===== src/rtl/mem_pkg.sv =====
// Shared constants and types for the memory1 pipeline stage.
package mem_pkg;

   localparam int unsigned INST_W = 64;
   localparam int unsigned OPC_W  = 8;
   localparam int unsigned IMM_W  = 16;

   // Field positions inside the instruction word
   localparam int unsigned OPC_HI = 63;
   localparam int unsigned OPC_LO = 56;
   localparam int unsigned IMM_HI = 15;
   localparam int unsigned IMM_LO = 0;

   localparam logic [OPC_W-1:0]  OP_LOAD  = 8'h01;
   localparam logic [OPC_W-1:0]  OP_STORE = 8'h02;
   localparam logic [OPC_W-1:0]  OP_IN    = 8'h03;
   localparam logic [OPC_W-1:0]  OP_OUT   = 8'h04;
   localparam logic [INST_W-1:0] NOP_INST = 64'h0;

   typedef enum logic [1:0] {
      IDLE     = 2'd0,
      IN_WAIT  = 2'd1,
      OUT_WAIT = 2'd2,
      DONE     = 2'd3
   } io_state_e;

   // Extract the opcode field from an instruction word
   function automatic logic [OPC_W-1:0] opcode_of(input logic [INST_W-1:0] w);
      return w[OPC_HI:OPC_LO];
   endfunction

endpackage


===== src/rtl/memory1_io_fsm.sv =====
// Blocking IN/OUT handshake controller: owns the I/O state, captured IN data
// and the memory1 stall indication.
module memory1_io_fsm
   import mem_pkg::*;
#(
   parameter int unsigned DATA_W = 32
) (
   input  logic              clk,
   input  logic              rstn,
   input  logic              is_in,
   input  logic              is_out,
   input  logic              go,
   input  logic [DATA_W-1:0] src2,
   input  logic              io_in_valid,
   input  logic [DATA_W-1:0] io_in_data,
   input  logic              io_out_ready,
   output logic              memory1_stall,
   output logic              io_in_ready,
   output logic              io_out_valid,
   output logic [DATA_W-1:0] io_out_data,
   output logic [DATA_W-1:0] io_data_to_the_next,
   output logic [31:0]       stall_cycles
);

   io_state_e state;
   io_state_e state_nxt;
   logic      stall;

   // State register
   always_ff @(posedge clk or negedge rstn) begin
      if (!rstn) state <= IDLE;
      else       state <= state_nxt;
   end

   // Next state and stall decode; an I/O op in IDLE stalls so upstream holds it
   always_comb begin
      state_nxt = state;
      stall     = 1'b0;
      case (state)
         IDLE: begin
            if (is_in) begin
               stall = 1'b1;
               if (go) state_nxt = IN_WAIT;
            end else if (is_out) begin
               stall     = 1'b1;
               state_nxt = OUT_WAIT;
            end
         end
         IN_WAIT: begin
            stall = 1'b1;
            if (io_in_valid) state_nxt = DONE;
         end
         OUT_WAIT: begin
            stall = 1'b1;
            if (io_out_ready) state_nxt = DONE;
         end
         DONE: begin
            if (go) state_nxt = IDLE;
         end
         default: state_nxt = IDLE;
      endcase
   end

   assign memory1_stall = stall;

   // Registered handshake signals and data captured at state transitions
   always_ff @(posedge clk or negedge rstn) begin
      if (!rstn) begin
         io_in_ready         <= 1'b0;
         io_out_valid        <= 1'b0;
         io_out_data         <= '0;
         io_data_to_the_next <= '0;
      end else begin
         io_in_ready  <= (state_nxt == IN_WAIT);
         io_out_valid <= (state_nxt == OUT_WAIT);
         if (state == IDLE && state_nxt == OUT_WAIT) io_out_data <= src2;
         if (state == IN_WAIT && io_in_valid) io_data_to_the_next <= io_in_data;
      end
   end

   // Saturating count of stalled cycles
   always_ff @(posedge clk or negedge rstn) begin
      if (!rstn)                             stall_cycles <= '0;
      else if (stall && stall_cycles != '1)  stall_cycles <= stall_cycles + 32'd1;
   end

endmodule


===== src/rtl/memory1.sv =====
// First memory stage: effective address and BRAM port-B issue, I/O
// handshakes via memory1_io_fsm, and the pipeline register toward memory2.
module memory1
   import mem_pkg::*;
#(
   parameter int unsigned ADDR_W = 17,
   parameter int unsigned DATA_W = 32
) (
   input  logic              clk,
   input  logic              rstn,
   input  logic              interlock,
   input  logic              memory2_stall,
   input  logic [63:0]       inst,
   input  logic [DATA_W-1:0] src1,
   input  logic [DATA_W-1:0] src2,
   output logic [63:0]       inst_to_the_next,
   output logic [DATA_W-1:0] io_data_to_the_next,
   output logic              memory1_stall,
   output logic [ADDR_W-1:0] addrb,
   output logic [DATA_W-1:0] dinb,
   output logic [3:0]        web,
   output logic              enb,
   output logic              io_in_ready,
   input  logic              io_in_valid,
   input  logic [DATA_W-1:0] io_in_data,
   output logic              io_out_valid,
   input  logic              io_out_ready,
   output logic [DATA_W-1:0] io_out_data,
   output logic [31:0]       stall_cycles
);

   logic [OPC_W-1:0]  opc;
   logic [IMM_W-1:0]  imm;
   logic [DATA_W-1:0] ea;
   logic              is_load;
   logic              is_store;
   logic              is_in;
   logic              is_out;
   logic              go;
   logic              advance;
   logic              unused_bits;

   // Decode and effective address generation
   always_comb begin
      opc      = opcode_of(inst);
      imm      = inst[IMM_HI:IMM_LO];
      is_load  = (opc == OP_LOAD);
      is_store = (opc == OP_STORE);
      is_in    = (opc == OP_IN);
      is_out   = (opc == OP_OUT);
      ea       = src1 + DATA_W'($signed(imm));
   end

   assign go      = ~memory2_stall | ~interlock;
   assign advance = ~memory1_stall & go;

   // BRAM port-B drive; enable low keeps doutb stable under downstream stall
   assign addrb = ea[ADDR_W-1:0];
   assign dinb  = src2;
   assign enb   = advance & (is_load | is_store);
   assign web   = (advance & is_store) ? 4'hF : 4'h0;

   assign unused_bits = ^{inst[OPC_LO-1:IMM_HI+1], ea[DATA_W-1:ADDR_W]};

   memory1_io_fsm #(
      .DATA_W (DATA_W)
   ) u_io_fsm (
      .clk                 (clk),
      .rstn                (rstn),
      .is_in               (is_in),
      .is_out              (is_out),
      .go                  (go),
      .src2                (src2),
      .io_in_valid         (io_in_valid),
      .io_in_data          (io_in_data),
      .io_out_ready        (io_out_ready),
      .memory1_stall       (memory1_stall),
      .io_in_ready         (io_in_ready),
      .io_out_valid        (io_out_valid),
      .io_out_data         (io_out_data),
      .io_data_to_the_next (io_data_to_the_next),
      .stall_cycles        (stall_cycles)
   );

   // Pipeline register: forward on advance, bubble while memory1 holds and memory2 drains
   always_ff @(posedge clk or negedge rstn) begin
      if (!rstn)                                inst_to_the_next <= NOP_INST;
      else if (advance)                         inst_to_the_next <= inst;
      else if (memory1_stall && !memory2_stall) inst_to_the_next <= NOP_INST;
   end

endmodule


===== config.mk =====
export PLATFORM = sky130hd
export DESIGN_NAME = memory1
export DESIGN_NICKNAME = d
export VERILOG_FILES = /design/src/rtl/mem_pkg.sv /design/src/rtl/memory1_io_fsm.sv /design/src/rtl/memory1.sv
export SDC_FILE = /design/constraint.sdc
export NUM_CORES = 1
export LEC_CHECK = 0
export CAP_MARGIN = 15
export CORE_AREA = 4 4 257 133
export CTS_CLUSTER_SIZE = 25
export DETAILED_ROUTE_END_ITERATION = 7
export DIE_AREA = 0 0 261 137
export GPL_TIMING_DRIVEN = 0
export SYNTH_ARGS = -nofsm -noshare
export SYNTH_HDL_FRONTEND = slang
export SYNTH_SLANG_ARGS = --single-unit

===== constraint.sdc =====
create_clock -name clk -period 3.01 [get_ports clk]
set_input_delay 0.301 -clock clk [delete_from_list [all_inputs] [get_ports clk]]
set_output_delay 0.301 -clock clk [all_outputs]
set_load 0.05 [all_outputs]

**Word-level counts from Yosys, hierarchy flattened**

Index checks and enable logic that the tools add are counted.
Widths: inputs -> output; s select.

- Add/subtract/negate cells: 2
- Equality and inequality tests: 10
- Muxes and demuxes: 13
- Bitwise operators: 8
- Reductions and logical operators: 8

Operators with widths:

| operator | number |
|---|---|
| $mux 64 | 2 |
| $add 32x1->32 const B | 1 |
| $ne 32x32->1 const B | 1 |
| $add 17x17->17 | 1 |
| $eq 8x2->1 const B | 2 |
| $mux 2 | 6 |
| $eq 8x1->1 const B | 1 |
| $eq 8x3->1 const B | 1 |
| $pmux 2 s4 | 1 |
| $eq 2x2->1 const B | 3 |
| $eq 2x1->1 const B | 2 |
| $logic_and 1x1->1 | 4 |
| $mux 4 | 1 |
| $and 1x1->1 | 3 |
| $not 1->1 | 3 |
| $logic_not 2->1 | 1 |
| $mux 1 | 2 |
| $or 1x1->1 | 2 |
| $pmux 1 s2 | 1 |
| $reduce_bool 2->1 | 1 |
| $reduce_or 2->1 | 1 |
| $logic_not 1->1 | 1 |

- Flip-flop bits (word level): 164
- Input bits: 166
- Output and inout port bits: 217
- Logic and storage cells: 48

**Depth between registers and ports, before layout**

- Depth after elaboration: 8
- Gate-level depth with buffers: 9
- Gate-level depth less buffers: 8

**Hierarchy**

Synthesis repeated with hierarchy kept, for this count alone.

- Cells, all modules: 603
- Area total of the unflattened synthesis: 7,584.8 sq um

By module, submodules not included:

| module | instances | cells each | area an instance (sq um) |
|---|---|---|---|
| memory1_io_fsm | 1 | 312 | 4,251.6 |
| memory1 | 1 | 291 | 3,333.2 |

**Least setup slack after synthesis**

No wires, ideal clock.

- Path type: input to output
- From: input port inst[0]
- To: output port addrb[16]
- Arrival: 3,649 ps
- Required time: 2,709 ps
- Setup slack: -940 ps
- Cell stages on the path: 7
- Path through: ha_1 > fa_1 > a21o_1 > a221oi_2 > o221a_2 > o21ai_1 > o311ai_0

- Longest elaborated chain between the ends: 1

Ends and longest elaborated chain:

| item | RTL line | text |
|---|---|---|
| start, declared | memory1.sv:13 | `input logic [63:0] inst,` |
| $add 17x17->17 | memory1.sv:51 | `ea = src1 + DATA_W'($signed(imm));` |
| end, declared | memory1.sv:19 | `output logic [ADDR_W-1:0] addrb,` |

Every way passes these cells.

**Final worst setup path**

- From: input port inst[2]
- To: output port addrb[8]

Same word-level chain as after synthesis.

==> reports/qor.yml <==
synth:
  ys.flop_type: "dfrtp_1"
  synth.most_common_cell: "dfrtp_1"
  yosysWarnings: 0
  synth_top_area_frac: 0.5174
  yosys-top-cells-count: "dfrtp_1 (164), nand2_1 (147), nand3_1 (79)"
  synth.cell_area_um2: 7933
  ys_ff_latch: 164
  synthTopCellsByArea: "dfrtp_1 (52%), nand2_1 (7.0%), mux2_4 (5.7%)"
  synth.distinct_cells: 58
  async_flop_share: 1.000
  syn_inst: 715
  ys_seq_area_frac: 0.5174
  synth_nets: 905
  synth-edff-count: 0
  avgSynthCellArea_um2: 11.09
  synth_area_leader_cell: "dfrtp_1"
routing:
  vias: 6783
  dr.first_iter.drc_count: 328
  drc: 0
  wire_per_inst_um: 18.82
  dr.pass1.iters: 4
  drt_wl_total_um: 29220
  detail_route.vias_per_cell: 4.368
  ant_nets: 0
grt:
  grt_pass1_vias: 7101
  antenna_found_initial: 0
  track_usage: 0.1605
  grt_overflow_total: 0
  grt_max_degree: 103
  grt_pass1_wl_um: 43110
setup_path:
  r2r_slack_ps: 640
  reg2reg_depth: 8
  rr_endpoint: "u_io_fsm.io_out_data[30]"
  crit_fanout: 4
  path_class: "in -> out"
  required_ps: 2710
  crit_path_end_kind: "primary output"
  slowest_delay_ps: 560
  cp-start-kind: "primary input"
  critPathSlowestCell: "dlygate4sd2_1"
  worst-path-stages: 8
  cp-startpoint: "inst[2]"
  crit_chain: "clkdlybuf4s50_1, ha_4, a21o_1, a221oi_4, buf_4, o21ai_0, xor2_1, dlygate4sd2_1"
  r2r-start: "u_io_fsm.state[0]"
  cp.arrival_ps: 2630
  cp-endpoint: "addrb[8]"
  critical-path-top-delay-family: "buffers and inverters"
  cp.buffers_inverters: 3
place:
  dp.cells: 1515
  place_hpwl_um: 23200
  dp_slack_ps: -1075
  placed_cell_area_um2: 12210
  io_buffers: 367
  routabilityCongestion: 0.8671
layout:
  stdcell_count: 1553
  antenna_cells: 0
  final_area_um2: 12910
  num-nets-final: 1298
  syn_to_final_growth_pct: 62.73
  drive_gt1_frac: 0.1748
  postLayoutCoreUtil: 0.4085
hold_path:
  hp-class: "in -> reg"
  whs_path_depth: 3
cts:
  cts_buffers: 17
  clk_pin_slew_ps: 70
  cts_tree: "yes"
  clk_latency_ps: 440
  cts_root_buffer: "clkbuf_16"
  cts_buffer_depth: 2
  clock_sinks: 164
  ctsHtreeMaxLevel: 4
timing:
  skew_ps: 8.561
  setup_violations: 0
  fmax_mhz: 341.1
  maxSlewViolCount: 0
  setup_ws_ps: 78.34
  worst_pin_slew_ps: 664.6
  period_share: 0.9740
  finalHoldViolCount: 0
  min_period_ps: 2932
  rsz0062_at_grt: "false"
  slew_headroom: 0.5570
  fin_setup_tns_ps: 0
die:
  start_util: 0.2510
  ios: 383
  rows: 46
  die-width_um: 261
  fp.dieH_um: 137
  fp.dieArea_um2: 35760
  core_um2: 31600
power_and_ir_drop:
  ir_worst_vdd_mv: 0.4391
  powerDensity_nw_per_um2: 1100
  leakage_nw: 5.819
status:
  outcome: "completed"
job:
  max-cap-violations: 0
-- registers in the layout, indices dropped and copies added (netlist names) --
name,flops
inst_to_the_next,64
u_io_fsm.io_data_to_the_next,32
u_io_fsm.io_out_data,32
u_io_fsm.stall_cycles,32
u_io_fsm.state,2
u_io_fsm.io_in_ready,1
u_io_fsm.io_out_valid,1
-- stage by stage --
step                      power, mW  hold WS [ps]
after floorplan               9.025         5.409
after CTS                     14.38         189.6
after global placement        11.92         478.1
final                         14.20         207.9
after detailed placement      12.03         282.0
after global routing          14.88         229.7
-- repair_timing --
item	4_1_cts	5_1_grt
endpoints found under the setup margin	18	13
pin swaps	10	4
hold buffers	1	0
buffers inserted	4	2
resized for setup	92	10
hold endpoints to repair	62	0
-- layer usage --
| layer | vias up | part of all wire | GRT usage |
|---|---|---|---|
| li1 | 3204 | - | - |
| met2 | 121 | 0.55 | 0.2919 |
| met4 | 0 | 0.030 | 0.06840 |
| met3 | 47 | 0.023 | 0.03013 |
| met1 | 3411 | 0.40 | 0.1868 |
| met5 | - | 0 | 0 |
-- worst min-delay path by stage --
stage                              start                         to  slack [ps]
2_1_floorplan                       rstn        inst_to_the_next[0]           5
3_3_place_gp   u_io_fsm.stall_cycles[14]  u_io_fsm.stall_cycles[14]         480
3_5_place_dp                        rstn       inst_to_the_next[46]         280
4_1_cts                          inst[0]        inst_to_the_next[0]         190
5_1_grt                          inst[0]        inst_to_the_next[0]         230
6_report                         inst[0]        inst_to_the_next[0]         210
-- logic make-up (layout without fill, tap and decap cells) --
family,after synthesis,after routing,share of synthesized area
AOI/OAI and AO/OA,53,53,0.05000
muxes,65,65,0.1065
DFF,164,164,0.5174
adders and majority gates,24,24,0.03880
and+or+nand+nor,288,288,0.1743
xor gates and xnor gates,46,46,0.05079
buffers and inverters,75,481,0.06230
-- layout by cell type (no fill, tap or decap), types with 4 or more instances in the layout --
| cell type | n |
|---|---|
| mux2_2 | 35 |
| nor2_1 | 13 |
| nand4_1 | 10 |
| o21ai_0 | 7 |
| clkinv_2 | 4 |
| dfrtp_1 | 163 |
| buf_4 | 48 |
| a21oi_1 | 13 |
| dlygate4sd2_1 | 10 |
| o211ai_1 | 4 |
| buf_2 | 14 |
| clkbuf_1 | 9 |
| clkdlybuf4s50_1 | 340 |
| xor2_1 | 8 |
| nand2_1 | 146 |
| xnor2_1 | 38 |
| mux2_4 | 30 |
| a21o_1 | 5 |
| inv_1 | 10 |
| buf_1 | 4 |
| buf_6 | 4 |
| nand3_1 | 79 |
| nand2b_1 | 4 |
| and2_1 | 6 |
| ha_1 | 18 |
| and3_1 | 9 |
| ha_4 | 4 |
| clkbuf_16 | 17 |
-- cell type report --
cell class	instances	area [µm²]
inverter	10	37.54
fill	3036	18690
buffer	64	459.2
timing repair buffer	375	3714
clock inverter	12	128.9
clock buffer	20	456.7
sequential	164	4105
multi-input combinational	476	3467
tap	432	540.5
-- where the power goes --
| group | switching [mW] | internal [mW] | total, mW |
|---|---|---|---|
| combinational | 5.40 | 3.02 | 8.42 |
| sequential | 0.501 | 3.07 | 3.57 |
| clock | 0.944 | 1.26 | 2.21 |
-- worst register-to-register path: cells and delay by family, from the launching register on --
family          cells  cell delay, ps
compound gates      2             480
fa+ha+maj           1             230
buf+inv             3             470
flops               1             390
mux                 1             300
simple gates        1             390
Power figures use the tool's default switching activity.
